[config.mk]
export PLATFORM = sky130hd
export DESIGN_NAME = id_ex_stage
export DESIGN_NICKNAME = d
export VERILOG_FILES = /design/src/rtl/id_ex_stage.sv
export SDC_FILE = /design/constraint.sdc
export NUM_CORES = 1
export LEC_CHECK = 0
export BUFFER_PORTS_ARGS = -buffer_cell sky130_fd_sc_hd__buf_4
export CORE_AREA = 5 5 124 126
export CTS_CLUSTER_DIAMETER = 50
export DETAILED_ROUTE_END_ITERATION = 8
export DIE_AREA = 0 0 129 131
export GPL_TIMING_DRIVEN = 1
export PLACE_DENSITY = 0.68
export SLEW_MARGIN = 20
export SYNTH_ARGS = -nofsm -noshare
export SYNTH_HDL_FRONTEND = slang
export SYNTH_SLANG_ARGS = --single-unit
[constraint.sdc]
create_clock -name clk -period 1.6 [get_ports clk]
set_input_delay 0.08 -clock clk [delete_from_list [all_inputs] [get_ports clk]]
set_output_delay 0.08 -clock clk [all_outputs]
set_load 0.03 [all_outputs]
[src/rtl/id_ex_stage.sv]
// ID/EX pipeline register with flush/bubble insertion and a saturating bubble counter.
// Load-use hazard detection is compiled in only when ID_EX_HAZARD_DETECT_EN is defined.
module id_ex_stage #(
  parameter int DATA_W = 32
) (
  input  logic              clk,
  input  logic              rst_n,
  input  logic [3:0]        EX_control,
  input  logic [3:0]        M_control,
  input  logic [1:0]        WB_control,
  input  logic [DATA_W-1:0] id_pc4,
  input  logic [DATA_W-1:0] id_rd1,
  input  logic [DATA_W-1:0] id_rd2,
  input  logic [DATA_W-1:0] id_imm,
  input  logic [4:0]        id_rs,
  input  logic [4:0]        id_rt,
  input  logic [4:0]        id_rd,
  input  logic              flush,
  output logic [3:0]        ex_EX_control,
  output logic [3:0]        ex_M_control,
  output logic [1:0]        ex_WB_control,
  output logic [DATA_W-1:0] ex_pc4,
  output logic [DATA_W-1:0] ex_rd1,
  output logic [DATA_W-1:0] ex_rd2,
  output logic [DATA_W-1:0] ex_imm,
  output logic [4:0]        ex_rs,
  output logic [4:0]        ex_rt,
  output logic [4:0]        ex_rd,
  output logic              ex_valid,
  output logic              hazard_stall,
  output logic [15:0]       stall_count
);

  logic bubble;

`ifdef ID_EX_HAZARD_DETECT_EN
  // A load in EX whose destination feeds the instruction in ID must wait one cycle.
  always_comb begin
    hazard_stall = ex_valid && ex_M_control[3] && (ex_rt != '0) &&
                   ((ex_rt == id_rs) || (ex_rt == id_rt));
  end
`else
  always_comb begin
    hazard_stall = 1'b0;
  end
`endif

  always_comb begin
    bubble = flush || hazard_stall;
  end

  always_ff @(posedge clk or negedge rst_n) begin
    if (!rst_n) begin
      ex_EX_control <= '0;
      ex_M_control  <= '0;
      ex_WB_control <= '0;
      ex_pc4        <= '0;
      ex_rd1        <= '0;
      ex_rd2        <= '0;
      ex_imm        <= '0;
      ex_rs         <= '0;
      ex_rt         <= '0;
      ex_rd         <= '0;
      ex_valid      <= 1'b0;
      stall_count   <= '0;
    end else begin
      // Data fields load unconditionally; only control and valid distinguish a bubble.
      ex_pc4 <= id_pc4;
      ex_rd1 <= id_rd1;
      ex_rd2 <= id_rd2;
      ex_imm <= id_imm;
      ex_rs  <= id_rs;
      ex_rt  <= id_rt;
      ex_rd  <= id_rd;
      if (bubble) begin
        ex_EX_control <= '0;
        ex_M_control  <= '0;
        ex_WB_control <= '0;
        ex_valid      <= 1'b0;
        if (stall_count != '1) stall_count <= stall_count + 16'd1;
      end else begin
        ex_EX_control <= EX_control;
        ex_M_control  <= M_control;
        ex_WB_control <= WB_control;
        ex_valid      <= 1'b1;
      end
    end
  end

endmodule

==> results of run 1 <==
-- cell families after synthesis --
group           count (synthesis)  share of synthesized area (%)
flops                         170                           89.6
simple gates                   42                           5.90
xor+xnor                       12                           2.21
buf+inv                         6                          0.738
compound gates                  4                          0.527
mux                             3                          0.685
fa+ha+maj                       1                          0.263
other cells                     1                         0.0790
-- per-stage QoR --
| step | utilization, % | area (um^2) | instances | hold WS, ns | worst slack [ns] |
|---|---|---|---|---|---|
| floorplan | - | 4750 | 239 | -0.216 | 0.00453 |
| global placement | 52.6 | 7470 | 751 | -0.0922 | 0.0861 |
| detailed placement | 52.6 | 7470 | 751 | -0.0923 | 0.0449 |
==> flow_metrics.env, run 1 <==
export IMPL_cts_setup_buffers=0
export IMPL_port_buffers=325
export IMPL_ys_warnings_count=0
export IMPL_yosysUniqueCellTypes=28
export IMPL_dp_hpwl_um=11300
export IMPL_h_tree_depth=4
export IMPL_die_w_um=129
export IMPL_start_util_pct=33.4
export IMPL_error_line="[ERROR RSZ-0060] Max buffer count reached."
export IMPL_hold_buffers=158
export IMPL_outcome="aborted with a tool error"
export IMPL_flow_stopped_at="clock tree synthesis"
export IMPL_cts_resized=0
export IMPL_avgSynthCellArea_um2=19.9
export IMPL_synth_top_area_share_pct=89.6
export IMPL_netlist_top_cells_count="dfrtp_1, nor2b_1, xnor2_1, and3_1, nand3_1"
export IMPL_gp_congestion=0.844
export IMPL_seq_area_frac_synth_pct=89.6
export IMPL_synth_edf_count=0
export IMPL_synthArstFlopShare_pct=100
export IMPL_syn_cell_area_mm2=0.00475
export IMPL_synth_top_cell_by_area="dfrtp_1"
export IMPL_cts_num_sinks=170
export IMPL_ys_flop_type="dfrtp_1"
export IMPL_clk_path_buf_depth=2
export IMPL_synthMostInstantiatedCell="dfrtp_1"
export IMPL_syn_inst=239
export IMPL_synth_seq_cells=170
export IMPL_die_height_um=131
export IMPL_synth_area_leaders="dfrtp_1, xnor2_1, nor2b_1"
export IMPL_syn_nets=396
export IMPL_root_buffer="clkbuf_16"
export IMPL_numCtsBuffers=17
export IMPL_floorplan_rows=44
export IMPL_io_pins=327
==> run 2, diff against run 1 <==
--- a/config.mk
+++ b/config.mk
@@ -6,12 +6,11 @@
 export NUM_CORES = 1
 export LEC_CHECK = 0
 export BUFFER_PORTS_ARGS = -buffer_cell sky130_fd_sc_hd__buf_4
-export CORE_AREA = 5 5 124 126
-export CTS_CLUSTER_DIAMETER = 50
+export CORE_MARGIN = 5
+export CORE_UTILIZATION = 26
 export DETAILED_ROUTE_END_ITERATION = 8
-export DIE_AREA = 0 0 129 131
 export GPL_TIMING_DRIVEN = 1
-export PLACE_DENSITY = 0.68
+export PLACE_DENSITY_LB_ADDON = 0.15
 export SLEW_MARGIN = 20
 export SYNTH_ARGS = -nofsm -noshare
 export SYNTH_HDL_FRONTEND = slang
==> flow_metrics.env, run 2 <==
export IMPL_ys_warnings_count=0
export IMPL_crit_type="reg -> reg"
export IMPL_hold_path_class="in -> async"
export IMPL_final_hold_viol_count=0
export IMPL_fin_crit_sh_pct=96.3
export IMPL_cp_startpoint="stall_count[0]$_DFFE_PN0P_"
export IMPL_syn_inst=239
export IMPL_clk_pin_slew_worst_paths_ns=0.07
export IMPL_synth_area_leaders="dfrtp_1, xnor2_1, nor2b_1"
export IMPL_nNetsFinal=913
export IMPL_post_route_min_period_ns=1.54
export IMPL_first_pass_iters=4
export IMPL_regArea_mm2=0.00426
export IMPL_die_height_um=145
export IMPL_start_util_pct=26.4
export IMPL_netlist_top_cells_count="dfrtp_1, nor2b_1, xnor2_1, and3_1, nand3_1"
export IMPL_totalWireLength_um=17300
export IMPL_avgSynthCellArea_um2=19.9
export IMPL_grt_usage_pct=16.4
export IMPL_synth_seq_cells=170
export IMPL_fmax_mhz=649
export IMPL_cts_num_sinks=170
export IMPL_grt_pass1_vias=4511
export IMPL_synthArstFlopShare_pct=100
export IMPL_syn_nets=396
export IMPL_io_pins=327
export IMPL_layout_common_cells="buf_4, dfrtp_1, dlygate4sd3_1, clkbuf_16"
export IMPL_root_buffer="clkbuf_16"
export IMPL_die_w_um=145
export IMPL_clk_path_buf_depth=2
export IMPL_synth_top_area_share_pct=89.6
export IMPL_h_tree_depth=4
export IMPL_ant_nets=0
export IMPL_coreArea_mm2=0.0180
export IMPL_ys_flop_type="dfrtp_1"
export IMPL_cp_data_arrival_time_ns=1.84
export IMPL_floorplan_rows=49
export IMPL_synthMostInstantiatedCell="dfrtp_1"
export IMPL_layout_commonest_cell="buf_4"
export IMPL_multi_input_area_um2=478
export IMPL_seq_power_share_pct=41.7
export IMPL_dp_hpwl_um=12300
export IMPL_syn_cell_area_mm2=0.00475
export IMPL_clk_latency_ns=0.42
export IMPL_vias_per_cell=3.96
export IMPL_internal_power_mw=8.30
export IMPL_grt_remaining_overflow=0
export IMPL_ir_worst_vdd_uv=881
export IMPL_clkPwrFrac_pct=39.1
export IMPL_fin_util_pct=55.0
export IMPL_antenna_found_initial=1
export IMPL_syn_to_final_growth_pct=108
export IMPL_vias=3954
export IMPL_yosysUniqueCellTypes=28
export IMPL_p_sw_share_pct=26.9
export IMPL_clock_skew_ns=0.00692
export IMPL_wl_per_cell_um=17.3
export IMPL_outcome="finished, final reports clean"
export IMPL_synth_edf_count=0
export IMPL_slew_viol_final=0
export IMPL_grt_max_degree=54
export IMPL_dr_first_iter_drc_count=128
export IMPL_path_max_fanout=4
export IMPL_synth_top_cell_by_area="dfrtp_1"
export IMPL_r2r_start="stall_count[0]$_DFFE_PN0P_"
export IMPL_port_buffers=325
export IMPL_drc=0
export IMPL_fill_cells=1478
export IMPL_p_leak_nw=4.86
export IMPL_seq_area_frac_synth_pct=89.6
export IMPL_p_sw_mw=3.06
export IMPL_numCtsBuffers=17
export IMPL_grt_pass1_wl_um=26800
export IMPL_crit_required_ns=1.90
export IMPL_p_per_area_mw_per_mm2=1150
export IMPL_cap_violations=0
export IMPL_power_frac_comb_pct=19.3
export IMPL_cp_start_kind="flip-flop"
export IMPL_setup_violations=0
export IMPL_drive_gt1_share_pct=49.3
export IMPL_fin_tns_setup_ns=0
export IMPL_dieArea_mm2=0.0211
export IMPL_gp_congestion=0.753
export IMPL_endpoint_kind="flip-flop"
export IMPL_cts_tree="yes"
export IMPL_hold_ws_ns=0.141
run 2: metal layers:
| layer | global-route usage [%] | vias to the layer above | share of wire [%] |
|---|---|---|---|
| met4 | 4.99 | 0 | 1.6 |
| li1 | - | 1806 | - |
| met2 | 28.7 | 181 | 53 |
| met5 | 0 | - | 0 |
| met1 | 18.3 | 1949 | 38 |
| met3 | 6.74 | 18 | 7.3 |
run 2: path summary, 6_finish.rpt:
check,slack (ns),endpoint,depth (start not counted)
min in group clk,0.30,ex_rd2[13]$_DFF_PN0_,2
max reg2reg,0.06,stall_count[14]$_DFFE_PN0P_,4
min reg2reg,0.52,stall_count[11]$_DFFE_PN0P_,1
max,0.06,stall_count[14]$_DFFE_PN0P_,4
max in group asynchronous,0.82,stall_count[4]$_DFFE_PN0P_,3
min,0.14,ex_imm[23]$_DFF_PN0_,2
run 2: cell type report:
class	count	share of cell area, %
Timing Repair Buffer	502	42.6
Tap cell	229	2.90
Clock buffer	18	4.35
Multi-Input combinational cell	63	4.84
Inverter	2	0.0760
Sequential cell	170	43.1
Clock inverter	13	2.09
Antenna cell	1	0.0253
run 2: what timing repair did:
action                                  CTS  global route
buffers inserted                          0             2
endpoints found under the hold margin   324             0
endpoints found under the setup margin    0             6
hold buffers                            165             0
gates resized for setup                   0             5
run 2: power by group through the flow:
stage          Clock, mW  Sequential, mW  Combinational [mW]
2_1_floorplan          0            5.42               0.163
3_3_place_gp           0            4.79                1.79
4_1_cts             4.55            4.73                2.16
5_1_grt             4.71            4.76                2.33
3_5_place_dp           0            4.81                1.81
6_report            4.44            4.73                2.19
run 2: critical path: stages (launching register included):
cell,delay [ns]
dfrtp_2,0.39
ha_2,0.21
nand4_1,0.23
nor3_2,0.27
mux2_1,0.34
run 2: kinds of logic after synthesis:
family	Yosys count	share of synthesized area, %
flops	170	89.6
simple gates	42	5.90
xor+xnor	12	2.21
buf+inv	6	0.738
compound gates	4	0.527
mux	3	0.685
fa+ha+maj	1	0.263
other cells	1	0.0790
run 2: stage by stage:
step	setup WS, ns	power, mW	instances	cell area, um^2
final	0.0593	11.4	998	9880
after detailed placement	0.0326	6.63	799	7550
after floorplan	0.00453	5.58	239	4750
after global placement	0.0749	6.59	799	7550
after CTS	0.0209	11.4	995	9840
after global routing	-0.0222	11.8	998	9880
Note: power is estimated with default switching activity, not from simulation.
==> run 3, diff against run 2 <==
==> constraint.sdc (replaced) <==
create_clock -name clk -period 1.3 [get_ports clk]
set_input_delay 0.065 -clock clk [delete_from_list [all_inputs] [get_ports clk]]
set_output_delay 0.065 -clock clk [all_outputs]
set_load 0.03 [all_outputs]
==> flow_metrics.env, run 3 (synthesis results as in run 2) <==
export IMPL_cts_tree="yes"
export IMPL_grt_pass1_wl_um=26600
export IMPL_h_tree_depth=4
export IMPL_drive_gt1_share_pct=53.2
export IMPL_cp_start_kind="flip-flop"
export IMPL_hold_path_class="in -> async"
export IMPL_cp_startpoint="stall_count[1]$_DFFE_PN0P_"
export IMPL_final_hold_viol_count=0
export IMPL_cap_violations=0
export IMPL_clk_latency_ns=0.41
export IMPL_first_pass_iters=5
export IMPL_coreArea_mm2=0.0180
export IMPL_clk_path_buf_depth=2
export IMPL_die_w_um=145
export IMPL_io_pins=327
export IMPL_layout_commonest_cell="buf_4"
export IMPL_die_height_um=145
export IMPL_outcome="finished with violations"
export IMPL_dieArea_mm2=0.0211
export IMPL_nNetsFinal=918
export IMPL_floorplan_rows=49
export IMPL_fin_tns_setup_ns=-0.364
export IMPL_r2r_end="stall_count[10]$_DFFE_PN0P_"
export IMPL_ant_nets=0
export IMPL_placed_cell_area_mm2=0.00772
export IMPL_root_buffer="clkbuf_16"
export IMPL_gp_congestion=0.748
export IMPL_ir_worst_vdd_uv=1230
export IMPL_slew_viol_final=0
export IMPL_drc=0
export IMPL_power_mw=13.9
export IMPL_dr_first_iter_drc_count=60
export IMPL_cts_num_sinks=170
export IMPL_antenna_found_initial=0
export IMPL_fin_ws_ns=-0.0754
export IMPL_crit_required_ns=1.63
export IMPL_fin_crit_sh_pct=106
export IMPL_crit_type="reg -> reg"
export IMPL_dp_slack_ns=-0.111
export IMPL_wl_per_cell_um=17.0
export IMPL_fin_util_pct=55.2
export IMPL_dp_cells=815
export IMPL_numCtsBuffers=17
export IMPL_grt_max_degree=59
export IMPL_port_buffers=325
export IMPL_p_per_area_mw_per_mm2=1400
export IMPL_setup_violations=9
export IMPL_antenna_cells=0
export IMPL_grt_pass1_vias=4562
export IMPL_clk_pin_slew_worst_paths_ns=0.07
export IMPL_endpoint_kind="flip-flop"
export IMPL_fmax_mhz=727
export IMPL_hold_ws_ns=0.0693
export IMPL_dp_hpwl_um=12600
export IMPL_clock_skew_ns=0.00603
export IMPL_path_max_fanout=4
export IMPL_stdcell_count=1001
export IMPL_post_route_min_period_ns=1.38
export IMPL_crit_path_end="stall_count[10]$_DFFE_PN0P_"
export IMPL_p_leak_nw=4.86
export IMPL_r2r_setup_slack_ns=-0.08
export IMPL_grt_usage_pct=16.2
export IMPL_vias_per_cell=3.94
export IMPL_syn_to_final_growth_pct=109
export IMPL_start_util_pct=26.4
export IMPL_totalWireLength_um=17000
export IMPL_violations="negative setup slack"
export IMPL_layout_common_cells="buf_4, dfrtp_1, dlygate4sd3_1, clkbuf_16, dfrtp_2"
export IMPL_fin_area_mm2=0.00992
export IMPL_rsz0062_at_grt="yes"
export IMPL_grt_remaining_overflow=0
export IMPL_vias=3945
export IMPL_cp_data_arrival_time_ns=1.70
export IMPL_reg2reg_depth=5
export IMPL_r2r_start="stall_count[1]$_DFFE_PN0P_"
## run 3: worst max-delay path, cell delays in order (launching register included)
cell and delay (ns):
dfrtp_2 0.39, ha_4 0.14, nand4_1 0.18, a211o_1 0.33, nor2_2 0.10, xor2_1 0.15
## run 3: cell type report
type | instances | area (um^2)
fill | 1457 | 8050
sequential | 170 | 4270
timing repair buffer | 507 | 4230
multi-input combinational | 63 | 508
clock buffer | 17 | 425
tap | 229 | 287
clock inverter | 13 | 184
inverter | 2 | 7.51
## run 3: layer usage
metal  track usage, %  up-vias  share of wire, %
met4             4.34        0               1.2
met3             6.39       15               7.9
met5                0        -                 0
met2             28.9      180                54
li1                 -     1813                 -
met1             17.9     1937                37
## run 3: what timing repair did
action,in CTS,in global routing
endpoints found under the setup margin,13,14
endpoints found under the hold margin,324,0
pin swaps,7,4
buffers inserted,1,0
hold buffers,155,0
gates resized for setup,7,1
## run 3: worst min-delay path by stage
stage                     cells past startpoint  start  slack, ns                         end
after floorplan                               0  rst_n      -0.23  ex_EX_control[0]$_DFF_PN0_
after detailed placement                      1  rst_n      -0.04         ex_imm[3]$_DFF_PN0_
final                                         2  rst_n       0.07          ex_rt[2]$_DFF_PN0_
after global routing                          2  rst_n       0.08         ex_imm[3]$_DFF_PN0_
after global placement                        1  rst_n      -0.05          ex_rt[2]$_DFF_PN0_
after CTS                                     2  rst_n       0.08         ex_imm[3]$_DFF_PN0_
## run 3: where the power goes
part           internal, mW  total, mW  switching [mW]
Combinational          1.41       2.85            1.43
Sequential             5.66       5.82           0.163
Clock                  3.06       5.25            2.18
Total                  10.1       13.9            3.78
==> run 4, diff against run 3 <==
--- a/config.mk
+++ b/config.mk
@@ -10,7 +10,8 @@
 export CORE_UTILIZATION = 26
 export DETAILED_ROUTE_END_ITERATION = 8
 export GPL_TIMING_DRIVEN = 1
-export PLACE_DENSITY_LB_ADDON = 0.15
+export PLACE_DENSITY = 0.55
+export RECOVER_POWER = 100
 export SLEW_MARGIN = 20
 export SYNTH_ARGS = -nofsm -noshare
 export SYNTH_HDL_FRONTEND = slang
==> flow_metrics.env, run 4 (synthesis results as in run 2) <==
export IMPL_outcome="finished with violations"
export IMPL_violations="negative setup slack"
export IMPL_io_pins=327
export IMPL_die_w_um=145
export IMPL_dp_hpwl_um=12400
export IMPL_wl_per_cell_um=16.9
export IMPL_p_per_area_mw_per_mm2=1450
export IMPL_fmax_mhz=675
export IMPL_met3WireLength_um=1170
export IMPL_clk_path_buf_depth=2
export IMPL_path_max_fanout=4
export IMPL_syn_to_final_growth_pct=101
export IMPL_fin_crit_sh_pct=114
export IMPL_post_route_min_period_ns=1.48
export IMPL_gp_congestion=0.791
export IMPL_cts_tree="yes"
export IMPL_top_layer_used="met4"
export IMPL_numCtsBuffers=17
export IMPL_die_height_um=145
export IMPL_port_buffers=325
export IMPL_start_util_pct=26.4
export IMPL_layout_common_cells="dfrtp_1, dlygate4sd3_1, clkbuf_4, clkbuf_1, clkbuf_2"
export IMPL_power_mw=13.9
export IMPL_wl_met1_um=6140
export IMPL_grt_pass1_wl_um=26600
export IMPL_floorplan_rows=49
export IMPL_dp_slack_ns=-0.113
export IMPL_hold_path_class="in -> reg"
export IMPL_clk_pin_slew_worst_paths_ns=0.07
export IMPL_p_leak_nw=4.54
export IMPL_rsz0062_at_grt="yes"
export IMPL_h_tree_depth=4
export IMPL_fin_ws_ns=-0.181
export IMPL_vias_per_cell=3.97
export IMPL_drive_gt1_share_pct=42.8
export IMPL_cap_violations=0
export IMPL_coreArea_mm2=0.0180
export IMPL_cp_data_arrival_time_ns=1.78
export IMPL_drc=0
export IMPL_fill_cells=1579
export IMPL_dr_first_iter_drc_count=80
export IMPL_dieArea_mm2=0.0211
export IMPL_final_hold_viol_count=0
export IMPL_ant_nets=0
export IMPL_nNetsFinal=925
export IMPL_vias=4007
export IMPL_ir_worst_vdd_uv=961
export IMPL_slew_headroom_pct=28.1
export IMPL_grt_pass1_vias=4571
export IMPL_setup_violations=15
export IMPL_placed_cell_area_mm2=0.00774
export IMPL_endpoint_kind="flip-flop"
export IMPL_root_buffer="clkbuf_16"
export IMPL_wl_met2_um=9390
export IMPL_clock_skew_ns=0.00646
export IMPL_cts_num_sinks=170
export IMPL_grt_max_degree=42
export IMPL_cp_start_kind="flip-flop"
export IMPL_worst_pin_slew_ns=1.08
export IMPL_crit_required_ns=1.60
export IMPL_fin_area_mm2=0.00955
export IMPL_antenna_cells=0
export IMPL_antenna_found_initial=0
export IMPL_first_pass_iters=4
export IMPL_clk_latency_ns=0.41
export IMPL_layout_commonest_cell="dfrtp_1"
export IMPL_crit_type="reg -> reg"
export IMPL_slew_viol_final=0
export IMPL_grt_remaining_overflow=0
export IMPL_totalWireLength_um=17000
export IMPL_grt_usage_pct=16.1
run 4: changes by cell type in the layout (fill, tap and decap cells not counted), sizes merged:
cell	previous run	this run
clkbuf	17	328
buf	352	50
clkinv	3	4
clkinvlp	1	0
inv	8	7
run 4: path summary, 6_finish.rpt:
check	from	end	slack (ns)	cells after the start
worst max-delay path	stall_count[1]$_DFFE_PN0P_	stall_count[14]$_DFFE_PN0P_	-0.18	5
worst max register to register	stall_count[1]$_DFFE_PN0P_	stall_count[14]$_DFFE_PN0P_	-0.18	5
max in group asynchronous	rst_n	ex_rd[3]$_DFF_PN0_	0.13	3
worst min register to register	stall_count[7]$_DFFE_PN0P_	stall_count[7]$_DFFE_PN0P_	0.57	2
worst min-delay path	id_pc4[21]	ex_pc4[21]$_DFF_PN0_	0.31	2
min in group asynchronous	rst_n	ex_imm[17]$_DFF_PN0_	0.39	2
run 4: power by group:
group          internal [mW]  switching, mW  total, mW
Clock                   3.19           2.14       5.32
Combinational           1.27           1.49       2.76
Sequential              5.66          0.157       5.81
run 4: critical path: stages (launching register included):
cell,delay [ns]
dfrtp_2,0.39
ha_4,0.14
nand4_1,0.20
buf_4,0.21
nor3_4,0.12
mux2_4,0.31
run 4: repair_timing:
item                       4_1_cts  5_1_grt
resized for setup               10       10
hold buffers                   155        0
setup buffers                    3        5
pin swaps                       12       13
hold endpoints to repair       324        0
setup endpoints to repair       13       16
run 4: stage by stage:
stage               util (%)  TNS [ns]  std cells  hold slack (ns)
detailed placement      43.1    -0.682        815           0.0151
floorplan                  -    -0.645        239           -0.231
finish                  53.2     -1.39       1009            0.314
CTS                     55.6    -0.513       1004            0.135
global placement        43.1    -0.420        815          0.00731
global route            53.2    -10.32       1009            0.293
run 4: final cells by class:
cell class / instances / area, um^2 / share of cell area (%)
inverters: 2 / 7.51 / 0.0786
flip-flops and latches: 170 / 4270 / 44.7
well taps: 229 / 287 / 3.00
multi-input cells: 63 / 568 / 5.95
repair buffers: 514 / 3780 / 39.6
clock inverters: 12 / 181 / 1.90
clock buffers: 19 / 453 / 4.74
run 4: per-layer routing:
metal	up-vias	GRT usage, %
met5	-	0
met4	0	4.90
met3	25	5.99
met2	175	29.2
met1	1981	17.6
li1	1826	-
